### src/rtl/wb_fml_bridge_pkg.sv
// Shared FML constants and the bridge state encoding.
package wb_fml_bridge_pkg;

   localparam int FML_ADR_W     = 22;
   localparam int FML_DAT_W     = 32;
   localparam int FML_BE_W      = 4;
   localparam int FML_BURST_LEN = 4;

   typedef enum logic [2:0] {
      IDLE,
      WR_PUSH,
      WR_REQ,
      RD_REQ,
      RD_POP,
      ACK
   } state_t;

endpackage

### src/rtl/wb_fml_bridge_if.sv
// Wishbone slave plus FML initiator signal bundle; "slave" is the bridge side.
interface wb_fml_bridge_if;
   import wb_fml_bridge_pkg::*;

   logic                 wb_cyc_i;
   logic                 wb_stb_i;
   logic                 wb_we_i;
   logic [31:0]          wb_adr_i;
   logic [3:0]           wb_sel_i;
   logic [31:0]          wb_dat_i;
   logic [31:0]          wb_dat_o;
   logic                 wb_ack_o;

   logic [FML_ADR_W-1:0] fml_adr;
   logic                 fml_rd;
   logic                 fml_wr;
   logic                 fml_done;
   logic [FML_DAT_W-1:0] fml_wdat;
   logic [FML_BE_W-1:0]  fml_wbe;
   logic                 fml_wnext;
   logic                 fml_rempty;
   logic                 fml_rnext;
   logic [FML_DAT_W-1:0] fml_rdat;

   modport slave (
      input  wb_cyc_i, wb_stb_i, wb_we_i, wb_adr_i, wb_sel_i, wb_dat_i,
      output wb_dat_o, wb_ack_o,
      output fml_adr, fml_rd, fml_wr, fml_wdat, fml_wbe, fml_wnext, fml_rnext,
      input  fml_done, fml_rempty, fml_rdat
   );

   modport master (
      output wb_cyc_i, wb_stb_i, wb_we_i, wb_adr_i, wb_sel_i, wb_dat_i,
      input  wb_dat_o, wb_ack_o,
      input  fml_adr, fml_rd, fml_wr, fml_wdat, fml_wbe, fml_wnext, fml_rnext,
      output fml_done, fml_rempty, fml_rdat
   );

endinterface

### src/rtl/wb_fml_bridge_line_buf.sv
// Single-line read buffer: tag, valid bit and four words with a byte-masked write port.
module fml_line_buf
   import wb_fml_bridge_pkg::*;
(
   input  logic                 clk,
   input  logic                 reset,
   input  logic [FML_ADR_W-1:0] lookup_tag,
   input  logic [1:0]           rd_idx,
   output logic                 hit,
   output logic [FML_DAT_W-1:0] rd_dat,
   input  logic                 inval,
   input  logic                 set_valid,
   input  logic [FML_ADR_W-1:0] set_tag,
   input  logic                 wr_en,
   input  logic [1:0]           wr_idx,
   input  logic [FML_BE_W-1:0]  wr_be,
   input  logic [FML_DAT_W-1:0] wr_dat
);

   logic                 valid_q;
   logic [FML_ADR_W-1:0] tag_q;
   logic [FML_DAT_W-1:0] line_q [FML_BURST_LEN];

   assign hit    = valid_q & (tag_q == lookup_tag);
   assign rd_dat = line_q[rd_idx];

   always_ff @(posedge clk) begin
      if (reset) begin
         valid_q <= 1'b0;
         tag_q   <= '0;
      end else if (inval) begin
         valid_q <= 1'b0;
      end else if (set_valid) begin
         valid_q <= 1'b1;
         tag_q   <= set_tag;
      end
   end

   // Storage needs no reset: it is only read behind a valid tag.
   always_ff @(posedge clk) begin
      if (wr_en) begin
         for (int b = 0; b < FML_BE_W; b++) begin
            if (wr_be[b]) line_q[wr_idx][8*b +: 8] <= wr_dat[8*b +: 8];
         end
      end
   end

endmodule

### src/rtl/wb_fml_bridge.sv
// Wishbone classic slave issuing one 4-word FML burst per access.
// Define WB_FML_RBUF_EN to add a single-line read buffer in front of FML.
module wb_fml_bridge
   import wb_fml_bridge_pkg::*;
(
   input logic            clk,
   input logic            reset,
   wb_fml_bridge_if.slave bus
);

   // state   | meaning
   // IDLE    | waiting for a Wishbone strobe
   // WR_PUSH | pushing 4 write words, only word w carries byte enables
   // WR_REQ  | fml_wr held until fml_done
   // RD_REQ  | fml_rd held until fml_done
   // RD_POP  | draining 4 read words as the FIFO offers them, capturing word w
   // ACK     | one-cycle Wishbone acknowledge

   state_t      state;
   logic [1:0]  w_q;
   logic [1:0]  cnt;
   logic [1:0]  pop_idx;
   logic [1:0]  k_next;
   logic [3:0]  sel_q;
   logic        ack_q;
   logic        accept;
   logic        hit;
   logic [31:0] buf_rdat;
   logic        unused_adr;

   assign unused_adr = ^{bus.wb_adr_i[31:FML_ADR_W+4], bus.wb_adr_i[1:0]};

   // cnt counts words still to move after the current one
   assign pop_idx = 2'd3 - cnt;
   assign k_next  = 2'd0 - cnt;
   assign accept  = (state == IDLE) & bus.wb_cyc_i & bus.wb_stb_i;

   assign bus.fml_rnext = (state == RD_POP) & ~bus.fml_rempty;
   assign bus.wb_ack_o  = ack_q & bus.wb_cyc_i;

`ifdef WB_FML_RBUF_EN
   logic lb_fill;
   assign lb_fill = (state == RD_POP);

   fml_line_buf u_line_buf (
      .clk        (clk),
      .reset      (reset),
      .lookup_tag (bus.wb_adr_i[FML_ADR_W+3:4]),
      .rd_idx     (bus.wb_adr_i[3:2]),
      .hit        (hit),
      .rd_dat     (buf_rdat),
      .inval      (accept & ~bus.wb_we_i & ~hit),
      .set_valid  (bus.fml_rnext & (cnt == 2'd0)),
      .set_tag    (bus.fml_adr),
      .wr_en      ((accept & bus.wb_we_i & hit) | bus.fml_rnext),
      .wr_idx     (lb_fill ? pop_idx : bus.wb_adr_i[3:2]),
      .wr_be      (lb_fill ? 4'hF : bus.wb_sel_i),
      .wr_dat     (lb_fill ? bus.fml_rdat : bus.wb_dat_i)
   );
`else
   assign hit      = 1'b0;
   assign buf_rdat = '0;
`endif

   always_ff @(posedge clk) begin
      if (reset) begin
         state         <= IDLE;
         ack_q         <= 1'b0;
         w_q           <= '0;
         cnt           <= '0;
         sel_q         <= '0;
         bus.wb_dat_o  <= '0;
         bus.fml_adr   <= '0;
         bus.fml_rd    <= 1'b0;
         bus.fml_wr    <= 1'b0;
         bus.fml_wnext <= 1'b0;
         bus.fml_wdat  <= '0;
         bus.fml_wbe   <= '0;
      end else begin
         case (state)
            IDLE: begin
               if (accept) begin
                  bus.fml_adr <= bus.wb_adr_i[FML_ADR_W+3:4];
                  w_q         <= bus.wb_adr_i[3:2];
                  sel_q       <= bus.wb_sel_i;
                  if (bus.wb_we_i) begin
                     bus.fml_wdat  <= bus.wb_dat_i;
                     bus.fml_wnext <= 1'b1;
                     bus.fml_wbe   <= (bus.wb_adr_i[3:2] == 2'd0) ? bus.wb_sel_i : 4'b0000;
                     cnt           <= 2'd3;
                     state         <= WR_PUSH;
                  end else if (hit) begin
                     bus.wb_dat_o <= buf_rdat;
                     ack_q        <= 1'b1;
                     state        <= ACK;
                  end else begin
                     bus.fml_rd <= 1'b1;
                     state      <= RD_REQ;
                  end
               end
            end
            WR_PUSH: begin
               if (cnt == 2'd0) begin
                  bus.fml_wnext <= 1'b0;
                  bus.fml_wbe   <= 4'b0000;
                  bus.fml_wr    <= 1'b1;
                  state         <= WR_REQ;
               end else begin
                  cnt         <= cnt - 2'd1;
                  bus.fml_wbe <= (k_next == w_q) ? sel_q : 4'b0000;
               end
            end
            WR_REQ: begin
               if (bus.fml_done) begin
                  bus.fml_wr <= 1'b0;
                  ack_q      <= 1'b1;
                  state      <= ACK;
               end
            end
            RD_REQ: begin
               if (bus.fml_done) begin
                  bus.fml_rd <= 1'b0;
                  cnt        <= 2'd3;
                  state      <= RD_POP;
               end
            end
            RD_POP: begin
               if (bus.fml_rnext) begin
                  if (pop_idx == w_q) bus.wb_dat_o <= bus.fml_rdat;
                  if (cnt == 2'd0) begin
                     ack_q <= 1'b1;
                     state <= ACK;
                  end else begin
                     cnt <= cnt - 2'd1;
                  end
               end
            end
            ACK: begin
               ack_q <= 1'b0;
               state <= IDLE;
            end
            default: state <= IDLE;
         endcase
      end
   end

endmodule

### src/flat_wrapper.sv
// flat-port wrapper written by rule: the top's interface ports become plain ports
module wb_fml_bridge_flat import wb_fml_bridge_pkg::*;
  (clk, reset, bus_wb_cyc_i, bus_wb_stb_i, bus_wb_we_i, bus_wb_adr_i, bus_wb_sel_i, bus_wb_dat_i, bus_wb_dat_o, bus_wb_ack_o, bus_fml_adr, bus_fml_rd, bus_fml_wr, bus_fml_wdat, bus_fml_wbe, bus_fml_wnext, bus_fml_rnext, bus_fml_done, bus_fml_rempty, bus_fml_rdat);
  wb_fml_bridge_if bus_i ();
  input logic clk;
  input logic reset;
  input wire logic [$bits(bus_i.wb_cyc_i)-1:0] bus_wb_cyc_i;
  input wire logic [$bits(bus_i.wb_stb_i)-1:0] bus_wb_stb_i;
  input wire logic [$bits(bus_i.wb_we_i)-1:0] bus_wb_we_i;
  input wire logic [$bits(bus_i.wb_adr_i)-1:0] bus_wb_adr_i;
  input wire logic [$bits(bus_i.wb_sel_i)-1:0] bus_wb_sel_i;
  input wire logic [$bits(bus_i.wb_dat_i)-1:0] bus_wb_dat_i;
  output wire logic [$bits(bus_i.wb_dat_o)-1:0] bus_wb_dat_o;
  output wire logic [$bits(bus_i.wb_ack_o)-1:0] bus_wb_ack_o;
  output wire logic [$bits(bus_i.fml_adr)-1:0] bus_fml_adr;
  output wire logic [$bits(bus_i.fml_rd)-1:0] bus_fml_rd;
  output wire logic [$bits(bus_i.fml_wr)-1:0] bus_fml_wr;
  output wire logic [$bits(bus_i.fml_wdat)-1:0] bus_fml_wdat;
  output wire logic [$bits(bus_i.fml_wbe)-1:0] bus_fml_wbe;
  output wire logic [$bits(bus_i.fml_wnext)-1:0] bus_fml_wnext;
  output wire logic [$bits(bus_i.fml_rnext)-1:0] bus_fml_rnext;
  input wire logic [$bits(bus_i.fml_done)-1:0] bus_fml_done;
  input wire logic [$bits(bus_i.fml_rempty)-1:0] bus_fml_rempty;
  input wire logic [$bits(bus_i.fml_rdat)-1:0] bus_fml_rdat;
  assign bus_i.wb_cyc_i = bus_wb_cyc_i;
  assign bus_i.wb_stb_i = bus_wb_stb_i;
  assign bus_i.wb_we_i = bus_wb_we_i;
  assign bus_i.wb_adr_i = bus_wb_adr_i;
  assign bus_i.wb_sel_i = bus_wb_sel_i;
  assign bus_i.wb_dat_i = bus_wb_dat_i;
  assign bus_wb_dat_o = bus_i.wb_dat_o;
  assign bus_wb_ack_o = bus_i.wb_ack_o;
  assign bus_fml_adr = bus_i.fml_adr;
  assign bus_fml_rd = bus_i.fml_rd;
  assign bus_fml_wr = bus_i.fml_wr;
  assign bus_fml_wdat = bus_i.fml_wdat;
  assign bus_fml_wbe = bus_i.fml_wbe;
  assign bus_fml_wnext = bus_i.fml_wnext;
  assign bus_fml_rnext = bus_i.fml_rnext;
  assign bus_i.fml_done = bus_fml_done;
  assign bus_i.fml_rempty = bus_fml_rempty;
  assign bus_i.fml_rdat = bus_fml_rdat;
  wb_fml_bridge u_core (.clk(clk), .reset(reset), .bus(bus_i));
endmodule
### config.mk
export PLATFORM = sky130hd
export DESIGN_NAME = wb_fml_bridge_flat
export DESIGN_NICKNAME = d
export VERILOG_FILES = /design/src/rtl/wb_fml_bridge_pkg.sv /design/src/rtl/wb_fml_bridge_if.sv /design/src/rtl/wb_fml_bridge_line_buf.sv /design/src/rtl/wb_fml_bridge.sv /design/src/flat_wrapper.sv
export SDC_FILE = /design/constraint.sdc
export NUM_CORES = 1
export LEC_CHECK = 0
export ABC_CLOCK_PERIOD_IN_PS = 1500
export CORE_AREA = 4 4 110 112
export CTS_BUF_LIST = sky130_fd_sc_hd__clkbuf_16
export DETAILED_ROUTE_END_ITERATION = 10
export DIE_AREA = 0 0 114 116
export HOLD_SLACK_MARGIN = 0.05
export PLACE_DENSITY_LB_ADDON = 0.1
export SLEW_MARGIN = 0
export SYNTH_ARGS = -nofsm -noshare
export SYNTH_HDL_FRONTEND = slang
export SYNTH_SLANG_ARGS = --single-unit
### constraint.sdc
create_clock -name clk -period 1.5 [get_ports clk]
set_input_delay 0.375 -clock clk [delete_from_list [all_inputs] [get_ports clk]]
set_output_delay 0.375 -clock clk [all_outputs]
set_load 0.05 [all_outputs]
* After elaboration in Yosys (flattened, before gate mapping)
Index checks and enable logic that the tools add are counted.
** Cells by class
- Add/subtract/negate cells :: 3
- Multiply operators :: 0
- Divide/modulo/power cells :: 0
- $lt $le $gt $ge :: 0
- Equality and inequality tests :: 15
- Shift operators :: 0
- Multiplexer cells :: 33
- Bitwise logic cells :: 5
- Reductions and logical operators :: 18
** Operator list (number)
- two-way mux 4 bit :: 5
- two-way mux 3 bit :: 6
- case mux 3 bit (5 select lines) :: 1
- two-way mux 2 bit :: 6
- != test 2 bit, second input constant :: 6
- AND reduction 3 bit :: 4
- AND reduction 4 bit :: 3
- two-way mux 1 bit :: 9
- case mux 2 bit (4 select lines) :: 1
- case mux 4 bit (2 select lines) :: 1
- == test 3 x 2 -> 1 bit, second input constant :: 2
- == test 3 bit, second input constant :: 2
- case mux 1 bit (2 select lines) :: 3
- AND reduction 6 bit :: 1
- nonzero test 2 bit :: 3
- AND reduction 5 bit :: 1
- AND 1 bit :: 4
- == test 2 bit :: 2
- logical NOT 2 bit :: 2
- != test 2 x 1 -> 1 bit, second input constant :: 2
- nonzero test 4 bit :: 1
- == test 3 x 1 -> 1 bit, second input constant :: 1
- logical NOT 3 bit :: 1
- case mux 1 bit (3 select lines) :: 1
- 6 further kinds :: 6
** Word-level totals
- Flip-flop bits (word level) :: 105
- Latch bits :: 0
- Bits in writable memories :: 0
- Memory bits (read-only) :: 0
- Input port bits :: 107
- Output and inout port bits :: 95
- Logic and storage cells :: 86
- Memories kept :: 0

* Depth between registers and ports, before layout
Gate-level depths: netlist (run 1).
- Depth in word-level cells :: 5
- Mapped depth :: 7
- Depth with buffers taken out :: 6

* Worst setup path before layout (run 1)
No wires, ideal clock.
- Path kind :: register to register
- Start :: reg u_core.state[0]
- End :: reg u_core.bus.wb_dat_o[3]
- Setup time :: 132 ps
- Arrival :: 1820 ps
- Required time :: 1368 ps
- Slack :: -453 ps
- Cell stages (with the launch flop) :: 7
- Path buffers :: 2
- Clock period less this slack :: 1953 ps
- Path through :: dfxtp_1 -> buf_6 -> nor4b_4 -> nand3_1 -> clkbuf_1 -> nand2_1 -> a21oi_1
** Between the ends
- Longest elaborated chain between the ends :: 3
** RTL lines
- start: declaration :: line wb_fml_bridge.sv:19 : state_t state;
- start signal: assignment :: line wb_fml_bridge.sv:67 : state <= IDLE;
- start signal: assignment :: line wb_fml_bridge.sv:91 : state <= WR_PUSH;
- start signal: assignment :: line wb_fml_bridge.sv:95 : state <= ACK;
- == test 3 bit :: line wb_fml_bridge.sv:38 : assign bus.fml_rnext = (state == RD_POP) & ~bus.fml_rempty;
- AND 1 bit :: line wb_fml_bridge.sv:38
- net bus_fml_rnext :: line flat_wrapper.sv:21 : output wire logic [$bits(bus_i.fml_rnext)-1:0] bus_fml_rnext;
- AND reduction 3 bit (no source line)
- end signal: assignment :: line wb_fml_bridge.sv:93 : bus.wb_dat_o <= buf_rdat;
- end signal: assignment :: line wb_fml_bridge.sv:129 : if (pop_idx == w_q) bus.wb_dat_o <= bus.fml_rdat;
- end: declaration :: line wb_fml_bridge_if.sv:27 : output wb_dat_o, wb_ack_o,
The timed path passes the listed nets, and every way through them passes these cells.
A chain may end at the register's enable or synchronous reset.

* Worst setup path after layout (run 1)
- Start :: reg u_core.state[0]
- End :: out bus_fml_rnext
** Between the ends
- Longest elaborated chain between the ends :: 2
** RTL lines (line)
- == test 3 bit :: wb_fml_bridge.sv:38
- AND 1 bit :: wb_fml_bridge.sv:38
- end: declaration :: flat_wrapper.sv:21
Every way passes these cells.

==> results.ini, run 1 <==
[critical_path]
crit_path_max_fanout=7
path_cells=nor4b_4 -> buf_4 -> buf_12
cp-end-kind=output pin
critPathMaxStageDelay_ns=0.37
start_kind=register
cp.arrival_ns=1.30
crit_type=reg -> out
worstPathRequired_ns=1.12
slowest_stage=dfxtp_4

[global_route]
overflow=0
grt_pass1_vias=4060
antenna_found_initial=0
grt_usage_pct=18.8
grt_start_max_net_pins=34
grt_pass1_wl_microns=19900

[drt]
drt-pass1-iter-count=4
drc=0
wl_microns=15400
routedWlPerCell_microns=17.8
via_count=4354
via_per_inst=5.05
ant_nets=0
first_iter_violations=202

[status]
violations=setup timing
status=finished with violations

[finish]
nFillCells=733
nets=823
antennaDiodeCount=0
syn_to_final_growth_pct=120
drive_gt1_share_pct=48.4
postLayoutCoreUtil_pct=77.5

[power_and_ir_drop]
p_switching_mw=3.52
p_leak_nw=3.35
pwr-share-comb_pct=43.6
clkPwrFrac_pct=22.6
p_per_area_mw_per_mm2=1150
seq_power_share_pct=33.8
swShare_pct=35.3
max-vdd-ir-drop_uv=872
internal_power_mw=6.46

[sta]
fin_crit_sh_pct=112
finalHoldViolCount=0
layout_min_cycle_time_ns=1.67
max_slew_margin_pct=68.3
skew_ns=0.00630
setup_slack_ns=-0.174
fmaxAchievable_ghz=0.597
rsz0062_at_grt=true
finalSetupViolCount=82
tightest_slew_ns=0.476
slew_viol_final=0
fin_setup_tns_ns=-3.80

[min_path]
hold_path.class=in -> reg

[die]
fp.dieW_microns=114
initial_core_util_pct=35.3
coreArea_sq_mm=0.0112
fp.dieH_microns=116
dieArea_sq_mm=0.0132
ios=202
std_cell_rows=39

[yosys]
synth_area_sq_mm=0.00396
synth_edf_count=0
yosysSeqAreaShare_pct=53.1
synth_nets=604
syn_inst=496
synth_seq_cells=105
syn_avg_cell_area_sq_um=7.98
ys_types=35
synthFlopType=dfxtp_1
ys_async_sr_fraction_pct=0
yosys_warnings=0

[clock_network]
cts_max_path_buffers=2
clock-sinks=105
hold_buffers=0
root_buffer=clkbuf_16
worstSkewPairLatency_ns=0.34
cts_tree=done
cts-htree-levels=3
cts_made_buffers=9
path_clk_slew_ns=0.07

[place]
dp_hpwl_microns=9260
io_buffers=193
place.gp.congestion=0.878

[job]
maxCapViolCount=0

-- worst max-delay path, delay by kind of cell, from the launching register on --
family,cells,cell delay [ns]
flops,1,0.37
simple gates,1,0.30
buf+inv,2,0.28
-- final cells by class --
class / instances / area [sq um] / area share, %
Clock buffer: 9 / 225 / 2.59
Clock inverter: 6 / 51.3 / 0.590
Inverter: 8 / 30.0 / 0.345
Multi-Input combinational cell: 348 / 2580 / 29.7
Sequential cell: 105 / 2110 / 24.2
Tap cell: 143 / 179 / 2.06
Timing Repair Buffer: 243 / 3530 / 40.5
-- per-stage QoR --
stage | hold slack, ns | cells | cell area, sq um | power (mW) | setup slack, ns
floorplan | 0.436 | 496 | 3970 | 5.09 | -0.351
global placement | 0.441 | 831 | 7170 | 6.84 | -0.366
detailed placement | 0.451 | 831 | 7170 | 6.92 | -0.458
CTS | 0.383 | 847 | 7550 | 9.34 | -0.169
global route | 0.410 | 862 | 8700 | 10.4 | -0.223
finish | 0.403 | 862 | 8700 | 9.99 | -0.174
-- kinds of logic after synthesis --
logic type,count (synthesis),share of synthesized area [%]
multiplexers,2,0.537
AO/OA/AOI/OAI,120,16.5
XOR/XNOR,3,0.664
buffers and inverters,43,5.31
adder cells (fa/ha/maj),1,0.316
AND/OR/NAND/NOR,222,23.6
flip-flops,105,53.1
-- cell usage after synthesis (all sizes together) (4+ instances only) --
cell type	instances	area share (%)
nand2	187	18
dfxtp	105	53
a21oi	98	12
clkbuf	20	1.9
buf	15	2.7
nor2	9	0.85
inv	8	0.76
o21ai	7	0.89
a221oi	5	1.1
nor3	5	0.63
a211oi	4	0.76
-- power groups by stage --
stage | clock (mW) | combinational, mW | sequential [mW]
2_1_floorplan | 0 | 1.15 | 3.94
3_3_place_gp | 0 | 3.44 | 3.40
3_5_place_dp | 0 | 3.51 | 3.41
4_1_cts | 2.32 | 3.66 | 3.36
5_1_grt | 2.42 | 4.61 | 3.41
6_report | 2.25 | 4.36 | 3.38
-- flip-flops by register name (all words and copies together) (netlist names), 2 cells and up --
| name | count |
|---|---|
| u_core.bus.wb_dat_o | 32 |
| u_core.state | 3 |
| u_core.bus.fml_wdat | 32 |
| u_core.bus.fml_wbe | 4 |
| u_core.bus.fml_adr | 22 |
| u_core.sel_q | 4 |
| u_core.cnt | 2 |
| u_core.w_q | 2 |
-- per-layer routing --
| layer | part of all wire [%] | global-route usage, % |
|---|---|---|
| met5 | 0 | 0 |
| met4 | 3.0 | 7.44 |
| met3 | 6.9 | 6.21 |
| met2 | 53 | 32.1 |
| met1 | 37 | 21.8 |
-- placed cells by master, fill, tap and decap left out, types with 17 or more instances in the layout --
master / count
buf_12: 101
dfxtp_1: 101
clkdlybuf4s50_1: 95
a21oi_2: 73
nand2_4: 58
nand2_1: 99
nand2_2: 30
a21oi_1: 25
buf_4: 27
clkbuf_16: 17
-- worst paths after layout --
| path | slack [ns] | endpoint | startpoint | depth (start not counted) |
|---|---|---|---|---|
| max | -0.17 | bus_fml_rnext | u_core.state[0] | 3 |
| min | 0.40 | u_core.bus.fml_adr[7] | reset | 2 |
| max reg2reg | -0.12 | u_core.bus.fml_wdat[10] | u_core.state[0] | 6 |
| min reg2reg | 0.48 | u_core.sel_q[3] | u_core.sel_q[3] | 2 |
-- repair_timing --
action                     CTS  global route
cloned                       1            11
setup endpoints to repair   92            94
gates resized for setup     18           241
setup buffers                0             4
pin swaps                    4            91
No activity file was read; power rests on OpenSTA's default activity.
==> run 2: changes to the inputs <==
- SETUP_SLACK_MARGIN: unset -> 0.4
==> run 2 against run 1 <==
The run still ends with setup timing left; global-route usage is 4.6 points higher; non-clock buffer count is 70 higher; final cell count is 8.4% higher; clock power is 8% higher; sequential power hardly changed; sequential share of layout area is 1.1 points lower; setup slack worse by 0.048 ns; clock skew hardly changed; wire length is 26% higher.
==> results.ini, run 2 (same netlist as run 1, synthesis figures left out) <==
[clock_network]
clock-sinks=105  ; unchanged
path_clk_slew_ns=0.07  ; about the same
cts_made_buffers=9  ; unchanged
root_buffer=clkbuf_16
cts-htree-levels=3  ; unchanged
hold_buffers=0  ; unchanged
worstSkewPairLatency_ns=0.35  ; about the same
cts_max_path_buffers=2  ; unchanged
cts_tree=done

[sta]
tightest_slew_ns=0.473  ; -0.00260 ns
fmaxAchievable_ghz=0.581  ; -2.8%
layout_min_cycle_time_ns=1.72  ; +0.0478 ns
finalSetupViolCount=102  ; +24%
finalHoldViolCount=0  ; unchanged
max_slew_margin_pct=68.5  ; +0.17 points
fin_setup_tns_ns=-14.44  ; -10.64 ns
skew_ns=0.00583  ; -0.000472 ns
rsz0062_at_grt=true
setup_slack_ns=-0.222  ; -0.0478 ns
fin_crit_sh_pct=115  ; +3.2 points
slew_viol_final=0  ; unchanged

[critical_path]
slowest_stage=dfxtp_4
cp-end-kind=output pin
crit_type=reg -> out
cp.arrival_ns=1.35  ; +0.05 ns
start_kind=register
path_cells=nor4b_4 -> buf_4 -> buf_12
crit_path_max_fanout=3  ; -4
critPathMaxStageDelay_ns=0.37  ; about the same
worstPathRequired_ns=1.12  ; about the same

[job]
maxCapViolCount=0  ; unchanged

[finish]
final_cell_area_sq_mm=0.0100  ; +15%
reg.largest.list=u_core.bus.fml_wdat (32), u_core.bus.wb_dat_o (32), u_core.bus.fml_adr (22)
nFillCells=451  ; -38%
syn_to_final_growth_pct=153
regArea_sq_mm=0.00232  ; +9.8%
nets=893  ; +8.5%
final_common_cell=buf_12
drive_gt1_share_pct=71.8  ; +23 points
final_cell_mix=buf_12 (113), clkdlybuf4s50_1 (93), a21oi_2 (87)
multi_input_area_sq_mm=0.00283  ; +9.5%

[place]
place.gp.congestion=0.769  ; -12%
io_buffers=193  ; unchanged
dp_hpwl_microns=9210  ; -0.55%
place_worst_setup_slack_ns=-0.494  ; -0.0358 ns
dpl_cell_area_sq_mm=0.00726  ; +1.1%

[global_route]
antenna_found_initial=1  ; +1
grt_start_max_net_pins=38  ; +12%
grt_pass1_wl_microns=24400  ; +22%
overflow=0  ; unchanged
grt_usage_pct=23.4  ; +4.6 points
grt_pass1_vias=4781  ; +18%

[die]
fp.dieH_microns=116  ; unchanged
fp.dieW_microns=114  ; unchanged
coreArea_sq_mm=0.0112  ; unchanged
dieArea_sq_mm=0.0132  ; unchanged
std_cell_rows=39  ; unchanged
ios=202  ; unchanged
initial_core_util_pct=35.3  ; unchanged

[drt]
wl_microns=19400  ; +26%
drc=0  ; unchanged
via_count=4850  ; +11%
first_iter_violations=220  ; +8.9%
via_per_inst=5.19  ; +2.8%
ant_nets=0  ; unchanged
drt-pass1-iter-count=4  ; unchanged
routedWlPerCell_microns=20.8  ; +17%

[status]
status=finished with violations
violations=setup timing

[min_path]
hold_path.class=in -> reg

[power_and_ir_drop]
max-vdd-ir-drop_uv=834  ; -4.3%
p_leak_nw=3.96  ; +18%
p_per_area_mw_per_mm2=1110  ; -3.3%

## run 2: changes by cell type in the layout (fill, tap and decap cells not counted), sizes merged
cell / change
inv: -1
clkdlybuf4s50: -2
clkbuf: -5
dlygate4sd2: +1
diode: +1
buf: +76
clkinvlp: +2
## run 2: path summary, 6_finish.rpt
check / start / to / slack (ns) / cells after the start
max reg2reg: u_core.state[0] / u_core.bus.fml_wdat[23] / -0.20 / 8
max: u_core.state[1] / bus_fml_rnext / -0.22 / 3
min reg2reg: u_core.bus.fml_adr[10] / u_core.bus.fml_adr[10] / 0.48 / 2
min: reset / u_core.bus.fml_wdat[31] / 0.47 / 2
## run 2: layout make-up
type | instances | share of cell area, %
repair buffers | 313 | 43.5
multi-input cells | 348 | 28.2
inverters | 8 | 0.338
diodes | 1 | 0.0250
clock inverters | 7 | 0.700
flip-flops and latches | 105 | 23.1
well taps | 143 | 1.79
clock buffers | 9 | 2.25
## run 2: per-layer routing
layer / vias up / global-route usage, % / part of all wire, %
met2: 179 / 42.3 / 55
met4: 0 / 8.39 / 1.8
met5: - / 0 / 0
met3: 32 / 7.73 / 6.8
met1: 2409 / 25.6 / 36
li1: 2230 / - / -
## run 2: timing repair
action                                  in CTS  in global routing
buffers inserted                            38                 32
gates resized for setup                    222                257
endpoints found under the setup margin     200                200
cloned                                      13                  2
pin swaps                                   57                106
## run 2: worst max-delay path, delay by kind of cell, from the launching register on
kind	cells	cell delay [ns]
flops	1	0.37
simple gates	1	0.32
buf+inv	2	0.31
## run 2: stage by stage
stage	utilization (%)	power (mW)	instances	hold slack [ns]
after floorplan	-	5.21	496	0.436
after global placement	64.6	6.93	832	0.442
after detailed placement	64.6	7.01	832	0.450
after CTS	78.8	10.1	899	0.426
after global routing	89.2	11.5	934	0.470
final	89.2	11.1	934	0.466
## run 2: power breakdown
group / switching, mW / internal, mW
clock: 1.12 / 1.30
sequential: 0.314 / 3.09
combinational: 2.61 / 2.68
total: 4.04 / 7.07
==> run 3: changes to the inputs <==
- REMOVE_ABC_BUFFERS: unset -> 1
- TNS_END_PERCENT: unset -> 30
==> run 3 against run 2 <==
The run still ends with setup timing left; register-to-register slack better by 0.06 ns; non-clock buffer count decreased by 47; global-route usage is 0.55 points lower; clock-buffer cell count did not move; final cell count decreased by 5.1%; largest cell class unchanged; combinational power fell by 3%.
==> results.ini, run 3 (same netlist as run 1, synthesis figures left out) <==
[global_route]
grt_pass1_vias=4507  ; -5.7%
grt_usage_pct=22.9  ; -0.55 points
grt_pass1_wl_microns=23700  ; -2.8%
grt_start_max_net_pins=57  ; +50%
overflow=0  ; unchanged
antenna_found_initial=0  ; -1

[clock_network]
cts_max_path_buffers=2  ; unchanged
clock-sinks=105  ; unchanged
cts_made_buffers=9  ; unchanged
cts-htree-levels=3  ; unchanged
hold_buffers=0  ; unchanged
cts_tree=done
root_buffer=clkbuf_16
worstSkewPairLatency_ns=0.35  ; about the same
path_clk_slew_ns=0.07  ; about the same

[die]
fp.dieW_microns=114  ; unchanged
dieArea_sq_mm=0.0132  ; unchanged
initial_core_util_pct=35.3  ; unchanged
coreArea_sq_mm=0.0112  ; unchanged
ios=202  ; unchanged
std_cell_rows=39  ; unchanged
fp.dieH_microns=116  ; unchanged

[power_and_ir_drop]
clkPwrFrac_pct=20.2  ; -1.5 points
pwr-share-comb_pct=47.8  ; +0.2 points
seq_power_share_pct=32.0  ; +1.3 points
p_leak_nw=3.62  ; -8.6%
swShare_pct=36.6  ; +0.22 points
internal_power_mw=6.82  ; -3.5%
p_total_mw=10.8  ; -3.2%
max-vdd-ir-drop_uv=1190  ; +43%
p_per_area_mw_per_mm2=1140  ; +2.3%
p_switching_mw=3.94  ; -2.6%

[finish]
reg.largest.list=u_core.bus.fml_wdat (32), u_core.bus.wb_dat_o (32), u_core.bus.fml_adr (22)
syn_to_final_growth_pct=139
drive_gt1_share_pct=65.7  ; -6.1 points
antennaDiodeCount=0  ; -1
postLayoutCoreUtil_pct=84.4  ; -4.8 points
nFillCells=584  ; +29%
final_cell_count_no_fill=886  ; -5.1%
final_cell_mix=buf_12 (107), clkdlybuf4s50_1 (94), a21oi_2 (85)
final_cell_area_sq_mm=0.00947  ; -5.4%
final_common_cell=buf_12
nets=846  ; -5.3%

[critical_path]
worstPathRequired_ns=1.12  ; about the same
cp.arrival_ns=1.27  ; -0.08 ns
crit_type=reg -> out
start_kind=register
path_cells=nor4b_4 -> buf_4 -> buf_12
crit_path_max_fanout=3  ; unchanged
cp-end-kind=output pin
slowest_stage=dfxtp_4
critPathMaxStageDelay_ns=0.36  ; about the same
cpLargestDelayFamily=flip-flops
crit_buf_inv=2  ; unchanged

[job]
maxCapViolCount=0  ; unchanged

[sta]
timing.hold.ws_ns=0.416  ; -0.0499 ns
setup_slack_ns=-0.148  ; +0.0736 ns
fin_setup_tns_ns=-5.19  ; +9.24 ns
layout_min_cycle_time_ns=1.65  ; -0.0736 ns
fmaxAchievable_ghz=0.607  ; +4.5%
rsz0062_at_grt=true
slew_viol_final=0  ; unchanged
max_slew_margin_pct=74.2  ; +5.7 points
finalSetupViolCount=77  ; -25%
skew_ns=0.0109  ; +0.00508 ns
tightest_slew_ns=0.385  ; -0.0885 ns
finalHoldViolCount=0  ; unchanged
fin_crit_sh_pct=110  ; -4.9 points

[place]
dp_hpwl_microns=9160  ; -0.49%
place.gp.congestion=0.835  ; +8.6%
io_buffers=193  ; unchanged
dpl_cell_area_sq_mm=0.00711  ; -2.0%
dp.cells=822  ; -1.2%
place_worst_setup_slack_ns=-0.437  ; +0.0564 ns

[drt]
routedWlPerCell_microns=19.2  ; -7.4%
wl_microns=17100  ; -12%
drc=0  ; unchanged
ant_nets=0  ; unchanged
drt-pass1-iter-count=4  ; unchanged
via_count=4527  ; -6.7%
via_per_inst=5.11  ; -1.6%
first_iter_violations=161  ; -27%

[min_path]
hold_path.class=in -> reg

[status]
violations=setup timing
status=finished with violations

[run 3: worst register-to-register path, delay by kind of cell (launching register included)]
kind	cells	cell delay, ns
buffers and inverters	3	0.40
AO/OA/AOI/OAI	1	0.12
AND/OR/NAND/NOR	3	0.70
flip-flops	1	0.37
[run 3: timing repair]
item | 4_1_cts | 5_1_grt
cloned | 10 | 7
setup endpoints to repair | 199 | 200
pin swaps | 147 | 80
gates resized for setup | 269 | 156
setup buffers | 24 | 7
[run 3: per-layer routing]
layer  routed length (microns)  up-vias  share of wire, %  global-route usage, %
li1                          -     2128                 -                      -
met1                      6650     2219                39                   26.9
met2                      8960      155                53                   40.0
met3                      1110       25               6.5                   5.74
met4                       329        0               1.9                   9.18
met5                         0        -                 0                      0
[run 3: final timing paths]
check	startpoint	to	slack, ns	cells past startpoint
max	u_core.state[1]	bus_fml_rnext	-0.15	3
min	reset	u_core.sel_q[3]	0.42	2
max reg2reg	u_core.state[0]	u_core.bus.fml_wdat[10]	-0.14	7
min reg2reg	u_core.bus.fml_wdat[25]	u_core.bus.fml_wdat[25]	0.47	2
[run 3: layout make-up]
type,count,area [sq um],share of cell area [%]
clock buffer,9,225,2.38
clock inverter,7,37.5,0.396
inverter,8,33.8,0.357
multi-input combinational,348,2860,30.2
sequential,105,2210,23.3
tap,143,179,1.89
timing repair buffer,266,3930,41.5
[run 3: power groups by stage]
stage | Sequential, mW | Clock, mW | Combinational [mW]
after floorplan | 4.00 | 0 | 0.951
after detailed placement | 3.42 | 0 | 3.39
after CTS | 3.41 | 2.20 | 4.50
after global placement | 3.41 | 0 | 3.34
after global routing | 3.48 | 2.33 | 5.41
final | 3.44 | 2.17 | 5.15
